`src/rtl/alu_mc_if.sv`:
```
// alu_mc_if: request/response bundle between the execute-stage controller
// (master) and the multi-cycle ALU (slave).
interface alu_mc_if #(
    parameter int WIDTH = 32
);
    logic             start;
    logic [3:0]       op;
    logic [WIDTH-1:0] a;
    logic [WIDTH-1:0] b;
    logic [WIDTH-1:0] result;
    logic             zero;
    logic [WIDTH-1:0] hi;
    logic [WIDTH-1:0] lo;
    logic             busy;
    logic             done;

    modport master (
        output start, op, a, b,
        input  result, zero, hi, lo, busy, done
    );

    modport slave (
        input  start, op, a, b,
        output result, zero, hi, lo, busy, done
    );
endinterface

```
`src/rtl/alu_mc.sv`:
```
// alu_mc: multi-cycle ALU. Ops 0-11 complete in one cycle. MULT/MULTU and
// DIV/DIVU iterate WIDTH cycles on operand magnitudes, then spend one cycle
// on sign fixup before writing the HI/LO pair.
// Define ALU_MC_DIV_EN to build the divider. Without it, ops 14/15 behave as
// a single-cycle NOP (result = a).
module alu_mc #(
    parameter int WIDTH = 32
) (
    input  logic     clk,
    input  logic     rstn,
    alu_mc_if.slave  bus
);
    localparam int SHW = $clog2(WIDTH);

    typedef enum logic [1:0] {IDLE, RUN, FIX} state_t;

    state_t           state, state_nxt;
    logic [SHW-1:0]   count;
    logic [2*WIDTH:0] acc;
    logic [2*WIDTH:0] acc_nxt;
    logic [WIDTH-1:0] dvsr;
    logic             neg_q;
    logic             is_multi;
    logic             accept;
    logic [WIDTH-1:0] alu_res;
    logic [SHW-1:0]   shamt;
    logic             a_neg, b_neg;
    logic [WIDTH-1:0] mag_a, mag_b;
    logic [WIDTH:0]   msum;
    logic [2*WIDTH-1:0] prod, prod_neg;
    logic [WIDTH-1:0] fix_hi, fix_lo;
`ifdef ALU_MC_DIV_EN
    logic             is_div;
    logic             neg_r;
    logic [WIDTH-1:0] a_sav;
    logic [WIDTH:0]   trial;
    logic [WIDTH-1:0] quo, rem;
`endif

`ifdef ALU_MC_DIV_EN
    assign is_multi = (bus.op[3:2] == 2'b11);
`else
    assign is_multi = (bus.op[3:1] == 3'b110);
`endif

    assign accept = bus.start && (state == IDLE);
    assign shamt  = bus.a[SHW-1:0];

    // Single-cycle result for ops 0-11; anything else falls back to NOP.
    always_comb begin
        alu_res = bus.a;
        case (bus.op)
            4'd1:  alu_res = bus.a + bus.b;
            4'd2:  alu_res = bus.a - bus.b;
            4'd3:  alu_res = bus.a & bus.b;
            4'd4:  alu_res = bus.a | bus.b;
            4'd5:  alu_res = {{(WIDTH-1){1'b0}}, ($signed(bus.a) < $signed(bus.b))};
            4'd6:  alu_res = {{(WIDTH-1){1'b0}}, (bus.a < bus.b)};
            4'd7:  alu_res = bus.b << shamt;
            4'd8:  alu_res = bus.b >> shamt;
            4'd9:  alu_res = ~(bus.a | bus.b);
            4'd10: alu_res = $unsigned($signed(bus.b) >>> shamt);
            4'd11: alu_res = bus.a ^ bus.b;
            default: alu_res = bus.a;
        endcase
    end

    // Operand magnitudes taken at launch; op[0]=0 selects the signed variants.
    always_comb begin
        a_neg = !bus.op[0] && bus.a[WIDTH-1];
        b_neg = !bus.op[0] && bus.b[WIDTH-1];
        mag_a = a_neg ? (WIDTH'(0) - bus.a) : bus.a;
        mag_b = b_neg ? (WIDTH'(0) - bus.b) : bus.b;
    end

    // One iteration: shift-add multiply, or restoring divide step.
    always_comb begin
        msum    = acc[2*WIDTH:WIDTH] + (acc[0] ? {1'b0, dvsr} : {(WIDTH+1){1'b0}});
        acc_nxt = {1'b0, msum, acc[WIDTH-1:1]};
`ifdef ALU_MC_DIV_EN
        trial = acc[2*WIDTH-1:WIDTH-1] - {1'b0, dvsr};
        if (is_div) begin
            if (!trial[WIDTH])
                acc_nxt = {trial, acc[WIDTH-2:0], 1'b1};
            else
                acc_nxt = {acc[2*WIDTH-1:0], 1'b0};
        end
`endif
    end

    // Sign fixup and special cases applied in FIX.
    always_comb begin
        prod     = acc[2*WIDTH-1:0];
        prod_neg = (2*WIDTH)'(0) - prod;
        fix_hi   = neg_q ? prod_neg[2*WIDTH-1:WIDTH] : prod[2*WIDTH-1:WIDTH];
        fix_lo   = neg_q ? prod_neg[WIDTH-1:0] : prod[WIDTH-1:0];
`ifdef ALU_MC_DIV_EN
        quo = acc[WIDTH-1:0];
        rem = acc[2*WIDTH-1:WIDTH];
        if (is_div) begin
            if (dvsr == '0) begin
                fix_lo = '1;
                fix_hi = a_sav;
            end else begin
                fix_lo = neg_q ? (WIDTH'(0) - quo) : quo;
                fix_hi = neg_r ? (WIDTH'(0) - rem) : rem;
            end
        end
`endif
    end

    // State register.
    always_ff @(posedge clk or negedge rstn) begin
        if (!rstn)
            state <= IDLE;
        else
            state <= state_nxt;
    end

    // Next-state logic: only IDLE accepts work, so starts during RUN/FIX drop.
    always_comb begin
        state_nxt = state;
        case (state)
            IDLE:    if (accept && is_multi) state_nxt = RUN;
            RUN:     if (count == '0) state_nxt = FIX;
            FIX:     state_nxt = IDLE;
            default: state_nxt = IDLE;
        endcase
    end

    // Output logic: busy covers the WIDTH iteration cycles.
    always_comb begin
        bus.busy = (state == RUN);
    end

    // Datapath and registered outputs; reset aborts without touching HI/LO later.
    always_ff @(posedge clk or negedge rstn) begin
        if (!rstn) begin
            bus.result <= '0;
            bus.zero   <= 1'b1;
            bus.hi     <= '0;
            bus.lo     <= '0;
            bus.done   <= 1'b0;
            count      <= '0;
            acc        <= '0;
            dvsr       <= '0;
            neg_q      <= 1'b0;
`ifdef ALU_MC_DIV_EN
            is_div     <= 1'b0;
            neg_r      <= 1'b0;
            a_sav      <= '0;
`endif
        end else begin
            bus.done <= 1'b0;
            case (state)
                IDLE: begin
                    if (accept && !is_multi) begin
                        bus.result <= alu_res;
                        bus.zero   <= (alu_res == '0);
                        bus.done   <= 1'b1;
                    end else if (accept) begin
                        count <= SHW'(WIDTH - 1);
                        neg_q <= a_neg ^ b_neg;
                        acc   <= {{(WIDTH+1){1'b0}}, mag_b};
                        dvsr  <= mag_a;
`ifdef ALU_MC_DIV_EN
                        is_div <= bus.op[1];
                        neg_r  <= a_neg;
                        a_sav  <= bus.a;
                        if (bus.op[1]) begin
                            acc  <= {{(WIDTH+1){1'b0}}, mag_a};
                            dvsr <= mag_b;
                        end
`endif
                    end
                end
                RUN: begin
                    acc <= acc_nxt;
                    if (count != '0)
                        count <= count - 1'b1;
                end
                FIX: begin
                    bus.hi     <= fix_hi;
                    bus.lo     <= fix_lo;
                    bus.result <= fix_lo;
                    bus.zero   <= (fix_lo == '0);
                    bus.done   <= 1'b1;
                end
                default: ;
            endcase
        end
    end
endmodule

```
`src/flat_wrapper.sv`:
```
// flat-port wrapper written by rule: the top's interface ports become plain ports
module alu_mc_flat 
#(
    parameter int WIDTH = 32
)
  (clk, rstn, bus_start, bus_op, bus_a, bus_b, bus_result, bus_zero, bus_hi, bus_lo, bus_busy, bus_done);
  alu_mc_if #(.WIDTH(WIDTH)) bus_i ();
  input  logic clk;
  input  logic rstn;
  input wire logic [$bits(bus_i.start)-1:0] bus_start;
  input wire logic [$bits(bus_i.op)-1:0] bus_op;
  input wire logic [$bits(bus_i.a)-1:0] bus_a;
  input wire logic [$bits(bus_i.b)-1:0] bus_b;
  output wire logic [$bits(bus_i.result)-1:0] bus_result;
  output wire logic [$bits(bus_i.zero)-1:0] bus_zero;
  output wire logic [$bits(bus_i.hi)-1:0] bus_hi;
  output wire logic [$bits(bus_i.lo)-1:0] bus_lo;
  output wire logic [$bits(bus_i.busy)-1:0] bus_busy;
  output wire logic [$bits(bus_i.done)-1:0] bus_done;
  assign bus_i.start = bus_start;
  assign bus_i.op = bus_op;
  assign bus_i.a = bus_a;
  assign bus_i.b = bus_b;
  assign bus_result = bus_i.result;
  assign bus_zero = bus_i.zero;
  assign bus_hi = bus_i.hi;
  assign bus_lo = bus_i.lo;
  assign bus_busy = bus_i.busy;
  assign bus_done = bus_i.done;
  alu_mc #(.WIDTH(WIDTH)) u_core (.clk(clk), .rstn(rstn), .bus(bus_i));
endmodule
```
`config.mk`:
```
export PLATFORM = sky130hd
export DESIGN_NAME = alu_mc_flat
export DESIGN_NICKNAME = d
export VERILOG_FILES = /design/src/rtl/alu_mc_if.sv /design/src/rtl/alu_mc.sv /design/src/flat_wrapper.sv
export SDC_FILE = /design/constraint.sdc
export NUM_CORES = 1
export LEC_CHECK = 0
export ABC_AREA = 1
export BUFFER_PORTS_ARGS = -buffer_cell sky130_fd_sc_hd__buf_2
export CORE_ASPECT_RATIO = 1.25
export CORE_MARGIN = 2
export CORE_UTILIZATION = 50
export CTS_CLUSTER_SIZE = 28
export DETAILED_ROUTE_END_ITERATION = 8
export PLACE_DENSITY = 0.69
export SETUP_SLACK_MARGIN = 0.2
export SLEW_MARGIN = 20
export SYNTH_ARGS = -nofsm -noshare
export SYNTH_HDL_FRONTEND = slang
export SYNTH_SLANG_ARGS = --single-unit
```
`constraint.sdc`:
```
create_clock -name clk -period 2.4 [get_ports clk]
set_input_delay 0.12 -clock clk [delete_from_list [all_inputs] [get_ports clk]]
set_output_delay 0.12 -clock clk [all_outputs]
set_load 0.1 [all_outputs]
```
==> results of run 1 <==
[cells by family after synthesis]
family	share of synthesized area
AOI/OAI and AO/OA	0.1404
xor gates and xnor gates	0.03880
adders and majority gates	0.07644
buffers and inverters	0.1138
DFF	0.2133
and+or+nand+nor	0.4172
[cells in the mapped netlist (15+ instances only)]
cell,instances,share of area
inv_2,15,0.0024
ha_1,140,0.074
o211ai_1,53,0.017
inv_1,484,0.077
dfrtp_1,201,0.21
nand2_1,1314,0.21
nand4_1,64,0.017
xor2_1,97,0.036
nand3_1,470,0.099
clkbuf_1,71,0.011
o21ai_1,39,0.0082
buf_2,58,0.012
o21ai_0,220,0.046
nor3_1,38,0.0080
nor2_2,17,0.0045
o22ai_1,24,0.0063
a21oi_1,173,0.037
nor2_1,354,0.056
nor4_1,22,0.0058
[layer usage]
metal / track usage / GRT overflow
met1: 0.7551 / 0
met2: 0.9088 / 17
met3: 0.5972 / 1
met4: 0.7333 / 13
met5: 0.3534 / 2
[repair_timing]
action,4_1_cts
hold endpoints to repair,193
pin swaps,59
gates resized for setup,156
endpoints found under the setup margin,73
gates cloned,2
hold buffers,1
buffers inserted,21
[metrics by stage]
step | util | setup TNS [ns] | area (um2)
after CTS | 0.6922 | -4.386 | 32530
after floorplan | - | -0.2924 | 24050
after global placement | 0.6614 | -15.67 | 31080
after detailed placement | 0.6614 | -20.34 | 31080
==> results by stage, run 1 <==
Floorplan:
- The die is 198.7 um wide.
- The I/O pin total is 170.
- The number of placement rows is 89.
- The floorplan step set the die height to 247.4 um.
- The initial standard-cell utilization of the core is 0.5043.

Yosys:
- The count of flip-flops with a built-in enable after synthesis is 0.
- Among all flip-flop cells after synthesis, the most frequent one is dfrtp_1.
- Summing every instance area after synthesis gives 23700 um2.
- The per-instance average area after synthesis is 5.869 um2.
- The synthesis-stage register bit count is 202.
- The total of warnings raised by yosys is 0.
- The sequential element share of the synthesized area is 0.2133.
- The count of distinct cell types in the synthesized netlist is 61.
- The number of nets produced by synthesis is 4252.
- For this run, asynchronously set or reset flops after synthesis account for 1.000.
- The cell count after synthesis came out at 4038.

STA:
- The classification of the worst endpoint is a register input.
- After global-route timing repair, the worst endpoint was u_core.bus.hi[8]$_DFFE_PN0P_/D.

Run status:
- The halt point of the flow is 5_1_grt.
- The tool reported: "[ERROR GRT-0232] Routing congestion too high. Check the congestion heatmap in the GUI".
- The run stopped with a tool error.

Global routing:
- The sum of overflow across all layers after global routing is 33.
- The total global-route track usage is 0.7502.
- Entering global routing, the biggest net connects 69 pins.

Placement:
- Including well taps, the total number of placed cells is 5485.
- Routability-driven placement finished with a final weighted congestion of 1.174.
- The pre-CTS setup slack is -0.7237 ns.
- The total half-perimeter wirelength after legalization and detailed placement is 103900 um.
- Buffers placed on the I/O ports in this run total 169.

CTS:
- The number of H-tree levels is 1.
- The CTS sink count is 202.
- The longest clock path from root to sink contains 3 buffers.
- The tree is rooted in a clkbuf_16.
- The total CTS buffers is 18.
==> inputs of run 2 (changes only) <==
--- a/config.mk
+++ b/config.mk
@@ -7,13 +7,10 @@
 export LEC_CHECK = 0
 export ABC_AREA = 1
 export BUFFER_PORTS_ARGS = -buffer_cell sky130_fd_sc_hd__buf_2
-export CORE_ASPECT_RATIO = 1.25
 export CORE_MARGIN = 2
-export CORE_UTILIZATION = 50
-export CTS_CLUSTER_SIZE = 28
+export CORE_UTILIZATION = 35
 export DETAILED_ROUTE_END_ITERATION = 8
-export PLACE_DENSITY = 0.69
-export SETUP_SLACK_MARGIN = 0.2
+export PLACE_DENSITY_LB_ADDON = 0.15
 export SLEW_MARGIN = 20
 export SYNTH_ARGS = -nofsm -noshare
 export SYNTH_HDL_FRONTEND = slang
==> constraint.sdc (replaced) <==
create_clock -name clk -period 3.1 [get_ports clk]
set_input_delay 0.155 -clock clk [delete_from_list [all_inputs] [get_ports clk]]
set_output_delay 0.155 -clock clk [all_outputs]
set_load 0.1 [all_outputs]
==> results by stage, run 2 <==
Pwr:
- The analysis attributes to cell leakage a power of 15.84 nW.
- Summing internal, switching and leakage power gives 0.02179 W.
- The total power density per cell area is 745.0 nW/um2.
- The worst supply voltage drop on vdd is 0.0006983 V.

STA:
- The top achievable clock speed is 339.9 MHz.
- The minimum period implied by the final worst setup slack is 2.942 ns.
- The actual slew at the worst max-slew pin is 1.039 ns.
- Dividing the final minimum period by the clock period gives 0.9490.
- The number of hold-slack violations in the final timing report was 0.
- The final setup violation count is 0.
- Across the routed clock network, the largest skew measured is 0.02664 ns.
- The number of slew-limit violations in the final report is 0.
- Setup repair after global routing left no endpoint under its margin.
- Setup slack closes at 0.1581 ns.
- The relative slew slack is 0.3030.

Final layout:
- Once layout is complete, the utilization of the core stands at 0.4355.
- Compared with the post-synthesis result, the final layout area differs by 23.41%.
- The number of antenna diodes in the final layout is 0.
- The most common cell after layout, fill and taps aside is nand2_1.
- The register with the most flip-flops in the layout has 64 of them.
- The number of nets in the final layout is 4738.
- The register with the most flip-flops is u_core.acc.
- The library cells used most frequently in the layout, excluding fill and tap cells, are 1312 x nand2_1, 481 x inv_1, 469 x nand3_1, 440 x buf_4, 347 x nor2_1.
- Of the cells placed in the final design, the portion with a size suffix greater than 1 is 0.1679.

Yosys:
- The total standard cell area after synthesis is 23700 um2 (unchanged).
- The per-instance average area after synthesis came to 5.869 um2 (unchanged).
- Cell types occupying the most area after synthesis: dfrtp_1 21%, nand2_1 21%, nand3_1 9.9% (unchanged).
- The count of distinct cell types in the synthesized netlist is 61 (unchanged).
- The count of flip-flops with a built-in enable after synthesis was 0 (unchanged).
- The number of nets produced by synthesis is 4252 (unchanged).
- The most common cell in the netlist was nand2_1 (unchanged).
- The library cell occupying the most area in the post-synthesis netlist is dfrtp_1 (unchanged).
- The total of warnings raised by yosys is 0 (unchanged).
- The area share of the largest cell type after synthesis is 0.2122 (unchanged).
- The sequential element share of the synthesized area was 0.2133 (unchanged).
- The async set-reset flop share out of synthesis came to 1.000 (unchanged).
- The predominant post-synthesis flop cell was dfrtp_1 (unchanged).
- The count of mapped cells out of synthesis came to 4038 (unchanged).
- Most frequent cells after synthesis: 1314 x nand2_1, 484 x inv_1, 470 x nand3_1, 354 x nor2_1, 220 x o21ai_0 (unchanged).
- The synthesis-stage register bit count is 202 (unchanged).

Global routing:
- Across every metal layer, demand over resource in global routing totals 0.3656.
- The first global-routing pass estimated 188000 um of wire.
- Entering global routing, the biggest net connects 77 pins.
- The initial antenna violation count was 7.
- The number of global-route vias before repair is 27700.
- After global routing the overflow that remains totals 0.

Worst hold path:
- The classification of the worst-slack hold path is in2reg.

CTS:
- The CTS sink count is 202 (unchanged).
- The clock tree from TritonCTS is done.
- The total CTS buffers is 20 (was 18).
- The buffer depth of the longest clock path is 3 (unchanged).
- The buffer type at the clock tree root was clkbuf_16 (unchanged).
- Clock-pin slew was measured on the worst setup and hold paths at 0.07 ns.
- The clock latency on the worst-skew pair is 0.53 ns.
- The number of H-tree levels came to 1 (unchanged).

Run status:
- Run status: completed (was did not finish).

Run:
- The max-capacitance violation count is 0.

Drt:
- The vias after detailed routing is 29220.
- Dividing the detail-routed wire length by the instance count gives 24.08 um.
- The total wire length is 130300 um.
- The detailed router finished its first iteration with 3052 violations.
- The first-pass detailed-route iteration total is 6.
- After detailed routing, the number of vias per cell comes to 5.399.
- The remaining antenna violation count is 0.
- After detailed routing, the number of remaining DRC violations is 0.

Critical path:
- The sort of element at the start of the critical path is an input pin.
- The required time at the worst-slack endpoint is 3.56 ns.
- The kind of critical path is in2reg.
- The largest fanout of any net on the critical path is 6.
- The data arrival time of the worst path is 3.40 ns.
- The critical path capture point type is a flip-flop.

Floorplan:
- The initial standard-cell utilization of the core is 0.3529 (was 0.5043).
- The core region area is 67160 um2.
- The number of placement rows was 95 (was 89).
- The overall die width is 264.2 um (was 198.7 um).
- The die covers 69810 um2.
- The chip height came to 264.2 um (was 247.4 um).
- The I/O pin total is 170 (unchanged).

Placement:
- The routability-driven placement congestion ratio is 1.087 (was 1.174).
- The pre-CTS setup slack came to -0.3593 ns (was -0.7237 ns).
- The total half-perimeter wirelength after legalization and detailed placement came to 110500 um (was 103900 um).
- The count of buffers inserted at the top-level ports is 169 (unchanged).
[run 2: layout make-up]
| type | count | area (um2) |
|---|---|---|
| Clock buffer | 24 | 556.8 |
| Clock inverter | 12 | 106.4 |
| Fill cell | 7587 | 37910 |
| Inverter | 505 | 1906 |
| Multi-Input combinational cell | 3167 | 16000 |
| Sequential cell | 202 | 5057 |
| Tap cell | 873 | 1092 |
| Timing Repair Buffer | 628 | 4529 |
[run 2: per-stage QoR]
stage	instance area, um2	instances	hold WS, ns	setup TNS (ns)
5_1_grt	29250	5411	0.08688	0
4_1_cts	29210	5410	0.04765	0
3_3_place_gp	28530	5373	0.1321	-0.3060
6_report	29250	5411	0.06363	0
3_5_place_dp	28530	5373	0.1324	-0.3798
2_1_floorplan	23700	4038	-0.1406	0
[run 2: power breakdown]
group	leakage (nW)	switching [W]	internal (W)
sequential	2.55	0.00105	0.00381
clock	0.330	0.00110	0.00138
combinational	13.0	0.0106	0.00386
[run 2: critical path, cell delays in order]
cell     delay [ns]
buf_2          0.21
inv_1          0.09
ha_1           0.44
buf_4          0.19
a21oi_1        0.29
buf_4          0.18
nor2_1         0.04
nor2_1         0.19
nand2_1        0.12
a21oi_1        0.29
nand3_1        0.11
nand3_1        0.12
nand3_1        0.08
nand2_1        0.15
nand2_1        0.07
nor2_1         0.09
nand2_1        0.10
nor2_1         0.20
nand3_1        0.14
a21oi_1        0.16
[run 2: cells by family after synthesis]
logic type / count (synthesis) / synth area share
XOR/XNOR: 105 / 0.03880
flip-flops: 202 / 0.2133
AO/OA/AOI/OAI: 586 / 0.1404
AND/OR/NAND/NOR: 2333 / 0.4172
adder cells (fa/ha/maj): 143 / 0.07644
buffers and inverters: 669 / 0.1138
[run 2: metal layers]
metal / share of wire / track usage / up-vias / routed length (um)
li1: - / - / 14090 / -
met3: 0.067 / 0.03850 / 249 / 8742
met4: 0.062 / 0.1912 / 6 / 8079
met5: 0.00026 / 0 / - / 34
met1: 0.43 / 0.4829 / 13660 / 55510
met2: 0.44 / 0.5893 / 1208 / 57930
[run 2: what timing repair did]
action / 4_1_cts / 5_1_grt
hold endpoints to repair: 62 / 0
hold buffers: 1 / 0
endpoints found under the setup margin: 0 / 15
gates resized for setup: 0 / 16
buffers inserted: 0 / 1
[run 2: worst paths after layout]
| path | start | slack, ns | cells past startpoint | to |
|---|---|---|---|---|
| setup / recovery | bus_b[20] | 0.16 | 20 | u_core.bus.zero$_DFFE_PN1P_ |
| hold / removal | bus_a[29] | 0.06 | 4 | u_core.dvsr[29]$_DFFE_PN0P_ |
| setup reg to reg | u_core.acc[0]$_DFFE_PN0P_ | 0.24 | 18 | u_core.acc[61]$_DFFE_PN0P_ |
| hold reg to reg | u_core.bus.lo[0]$_DFFE_PN0P_ | 0.47 | 2 | u_core.bus.lo[0]$_DFFE_PN0P_ |
| max in group asynchronous | rstn | 2.18 | 3 | u_core.dvsr[15]$_DFFE_PN0P_ |
| min in group asynchronous | rstn | 0.18 | 2 | u_core.bus.result[1]$_DFFE_PN0P_ |
(Power assumes the default switching activity.)
==> inputs of run 3 (changes only) <==
--- a/config.mk
+++ b/config.mk
@@ -9,8 +9,10 @@
 export BUFFER_PORTS_ARGS = -buffer_cell sky130_fd_sc_hd__buf_2
 export CORE_MARGIN = 2
 export CORE_UTILIZATION = 35
+export CTS_BUF_LIST = sky130_fd_sc_hd__clkbuf_16
 export DETAILED_ROUTE_END_ITERATION = 8
 export PLACE_DENSITY_LB_ADDON = 0.15
+export REMOVE_ABC_BUFFERS = 1
 export SLEW_MARGIN = 20
 export SYNTH_ARGS = -nofsm -noshare
 export SYNTH_HDL_FRONTEND = slang
==> results by stage, run 3 (same netlist as run 2, synthesis figures left out) <==
Run status:
- Run status: completed (unchanged).

Pwr:
- The total power density per cell area is 756.0 nW/um2 (was 745.0 nW/um2).
- The clock group share of total power is 0.112 (was 0.114).
- The worst supply voltage drop on vdd is 0.0008832 V (was 0.0006983 V).
- The share of power burned in combinational logic came to 0.666 (was 0.663).
- The leakage power summed over all cells came to 15.59 nW (was 15.84 nW).
- The internal cell power is 0.008930 W (was 0.009052 W).
- The reported net switching power was 0.01281 W (was 0.01274 W).
- The total power draw came to 0.02174 W (was 0.02179 W).
- The switching power share of the total was 0.5892 (was 0.5846).
- The sequential fraction of design power is 0.222 (was 0.223).

Critical path:
- The data arrival time of the worst path was 3.23 ns (was 3.40 ns).
- Crit-path cells: nand2_1 > inv_1 > ha_1 > fa_1 > nand2_1 > nand2_1 > o21ai_0 > o21ai_0 > buf_4 > a21oi_1 > o21ai_0 > nand2_1 > nand2_1 > o21ai_0 > o21ai_0 (was buf_2 > inv_1 > ha_1 > buf_4 > a21oi_1 > buf_4 > nor2_1 > nor2_1 > nand2_1 > a21oi_1 > nand3_1 > nand3_1 > nand3_1 > nand2_1 > nand2_1 > nor2_1 > nand2_1 > nor2_1 > nand3_1 > a21oi_1).
- The biggest cell delay along the critical path is 0.47 ns (was 0.44 ns).
- The sort of element at the start of the critical path was a flip-flop (was input pin).
- The critical path capture point type was a flip-flop (unchanged).
- The worst-case register-to-register setup slack came to 0.26 ns (was 0.24 ns).
- The largest fanout of any net on the critical path is 6 (unchanged).
- The buffers plus inverters on the worst setup path is 2 (was 4).
- The required time at the worst-slack endpoint came to 3.49 ns (was 3.56 ns).
- The kind of critical path was reg2reg (was in2reg).
- The dominant delay contributor by cell family on the critical path is compound AO/OA/AOI/OAI gates (was simple AND/OR/NAND/NOR gates).
- The slowest library cell on the worst path is dfrtp_2 (was ha_1).

STA:
- The number of slew-limit violations in the final report is 0 (unchanged).
- The worst clock skew came to 0.01414 ns (was 0.02664 ns).
- The final clock period utilization by the worst path is 0.9158 (was 0.9490).
- The actual slew at the worst max-slew pin is 0.9427 ns (was 1.039 ns).
- The number of hold-slack violations in the final timing report is 0 (unchanged).
- Setup repair after global routing missed its margin: no (unchanged).
- The relative slew slack is 0.3708 (was 0.3030).
- The post-route setup TNS is 0 ns (unchanged).
- The top achievable clock speed was 352.2 MHz (was 339.9 MHz).
- The final setup violation count came to 0 (unchanged).
- The minimum period implied by the final worst setup slack was 2.839 ns (was 2.942 ns).

Drt:
- The number of DRC violations after detailed-routing iteration 0 is 3026 (was 3052).
- The total DRC errors in the routed layout came to 0 (unchanged).
- The average wire length per cell after detail routing is 23.25 um (was 24.08 um).
- The first-pass detailed-route iteration total is 8 (was 6).
- The remaining antenna violation count is 0 (unchanged).
- The total wire length is 124500 um (was 130300 um).
- The vias after detailed routing is 28980 (was 29220).
- The mean number of vias per cell is 5.411 (was 5.399).

Final layout:
- The diode insertion count for antenna repair is 0 (unchanged).
- The most common cell after layout, fill and taps aside is nand2_1 (unchanged).
- The register with the most flip-flops is u_core.acc (unchanged).
- The flip-flop count of the largest register after layout came to 64 (unchanged).
- The share of post-route cells with drive strength above 1 is 0.1539 (was 0.1679).
- The total of fill cells in the finished design was 7531 (was 7587).
- The area growth from synthesis to layout is 21.32% (was 23.41%).
- The number of nets in the final layout is 4683 (was 4738).
- Highest-count cells in the layout ignoring fill and taps: 1314 x nand2_1, 489 x inv_1, 469 x nand3_1, 385 x buf_4, 349 x nor2_1 (was 1312 x nand2_1, 481 x inv_1, 469 x nand3_1, 440 x buf_4, 347 x nor2_1).

CTS:
- The buffer type at the clock tree root was clkbuf_16 (unchanged).
- The clock tree from TritonCTS is done (unchanged).
- The clock latency on the worst-skew pair is 0.53 ns (about the same).
- The clock edge transition at the registers on the reported setup and hold paths is 0.06 ns (was 0.07 ns).
- The buffer depth of the longest clock path is 3 (unchanged).
- The number of H-tree levels is 1 (unchanged).
- The CTS sink count is 202 (unchanged).
- The total CTS buffers was 21 (was 20).

Floorplan:
- The initial standard-cell utilization of the core came to 0.3529 (unchanged).
- The die footprint is 69810 um2 (unchanged).
- The overall die width came to 264.2 um (unchanged).
- The number of placement rows was 95 (unchanged).
- The chip height is 264.2 um (unchanged).
- The core region area is 67160 um2 (unchanged).
- The I/O pin total was 170 (unchanged).

Run:
- The max-capacitance violation count is 0 (unchanged).

Placement:
- The total half-perimeter wirelength after legalization and detailed placement is 104400 um (was 110500 um).
- The count of buffers inserted at the top-level ports is 169 (unchanged).
- The routability-driven placement congestion ratio was 1.049 (was 1.087).

Global routing:
- The initial antenna violation count is 1 (was 7).
- The pin count of the biggest net entering global routing is 79 (was 77).
- The number of global-route vias before repair came to 27590 (was 27700).
- The total global-route track usage is 0.3479 (was 0.3656).
- The first-pass GRT wire length was 180700 um (was 188000 um).
- The sum of overflow across all layers after global routing was 0 (unchanged).

Worst hold path:
- The classification of the worst-slack hold path is in2reg (unchanged).
-- run 3: cell types whose count changed in the layout (fill, tap and decap cells not counted), moves of 2 or more --
cell / previous run / this run
nor2_1: 347 / 349
nand2_2: 11 / 9
ha_1: 136 / 139
clkinv_1: 2 / 5
nand2_1: 1312 / 1314
ha_2: 4 / 1
clkinv_4: 3 / 0
clkinv_2: 7 / 4
buf_12: 18 / 16
clkbuf_8: 2 / 0
nor2_2: 22 / 20
buf_4: 440 / 385
inv_1: 481 / 489
-- run 3: worst paths after layout --
check,start,to,cells after the start
setup / recovery,u_core.acc[0]$_DFFE_PN0P_,u_core.acc[51]$_DFFE_PN0P_,15
hold / removal,bus_a[29],u_core.dvsr[29]$_DFFE_PN0P_,3
setup reg to reg,u_core.acc[0]$_DFFE_PN0P_,u_core.acc[51]$_DFFE_PN0P_,15
hold reg to reg,u_core.bus.lo[0]$_DFFE_PN0P_,u_core.bus.lo[0]$_DFFE_PN0P_,2
max in group asynchronous,rstn,u_core.dvsr[20]$_DFFE_PN0P_,3
min in group asynchronous,rstn,u_core.count[3]$_DFFE_PN0P_,2
-- run 3: through the flow --
step	worst slack, ns	hold WS (ns)	std cells	utilization	cell area, um2
finish	0.2609	0.01640	5356	0.4281	28750
global route	0.01145	0.06096	5356	0.4281	28750
CTS	0.1224	0.004857	5355	0.4277	28720
detailed placement	-0.1144	0.1867	5317	0.4183	28090
global placement	-0.1186	0.1862	5317	0.4183	28090
floorplan	-1.994	-0.1406	3874	-	22910
-- run 3: tightest hold or removal path, cell delays in order --
cell     delay [ns]
buf_2          0.14
xor2_1         0.10
o21ai_1        0.11
-- run 3: repair_timing --
action                                 4_1_cts  5_1_grt
buffers inserted                             0        1
endpoints found under the hold margin       74        0
gates resized for setup                      0       10
setup endpoints to repair                    0       15
hold buffers                                 1        0
-- run 3: final cells by class --
cell class / count / area (um2) / share of cell area
Tap cell: 873 / 1092 / 0.03799
Timing Repair Buffer: 572 / 4081 / 0.1419
Multi-Input combinational cell: 3167 / 15990 / 0.5562
Clock buffer: 21 / 525.5 / 0.01828
Inverter: 505 / 1906 / 0.06628
Clock inverter: 16 / 98.84 / 0.003438
Sequential cell: 202 / 5057 / 0.1759
-- run 3: power by group through the flow --
stage | Combinational [W] | Sequential, W | Clock (W)
4_1_cts | 0.0143 | 0.00481 | 0.00249
6_report | 0.0145 | 0.00483 | 0.00243
3_3_place_gp | 0.0143 | 0.00484 | 0
3_5_place_dp | 0.0143 | 0.00485 | 0
5_1_grt | 0.0155 | 0.00497 | 0.00257
2_1_floorplan | 0.00620 | 0.00835 | 0
-- run 3: layer usage --
layer | up-vias | share of wire | GRT usage
met5 | - | 0 | 0
met4 | 0 | 0.073 | 0.2182
met3 | 252 | 0.068 | 0.03561
met2 | 1272 | 0.44 | 0.5565
met1 | 13490 | 0.42 | 0.4499
li1 | 13970 | - | -
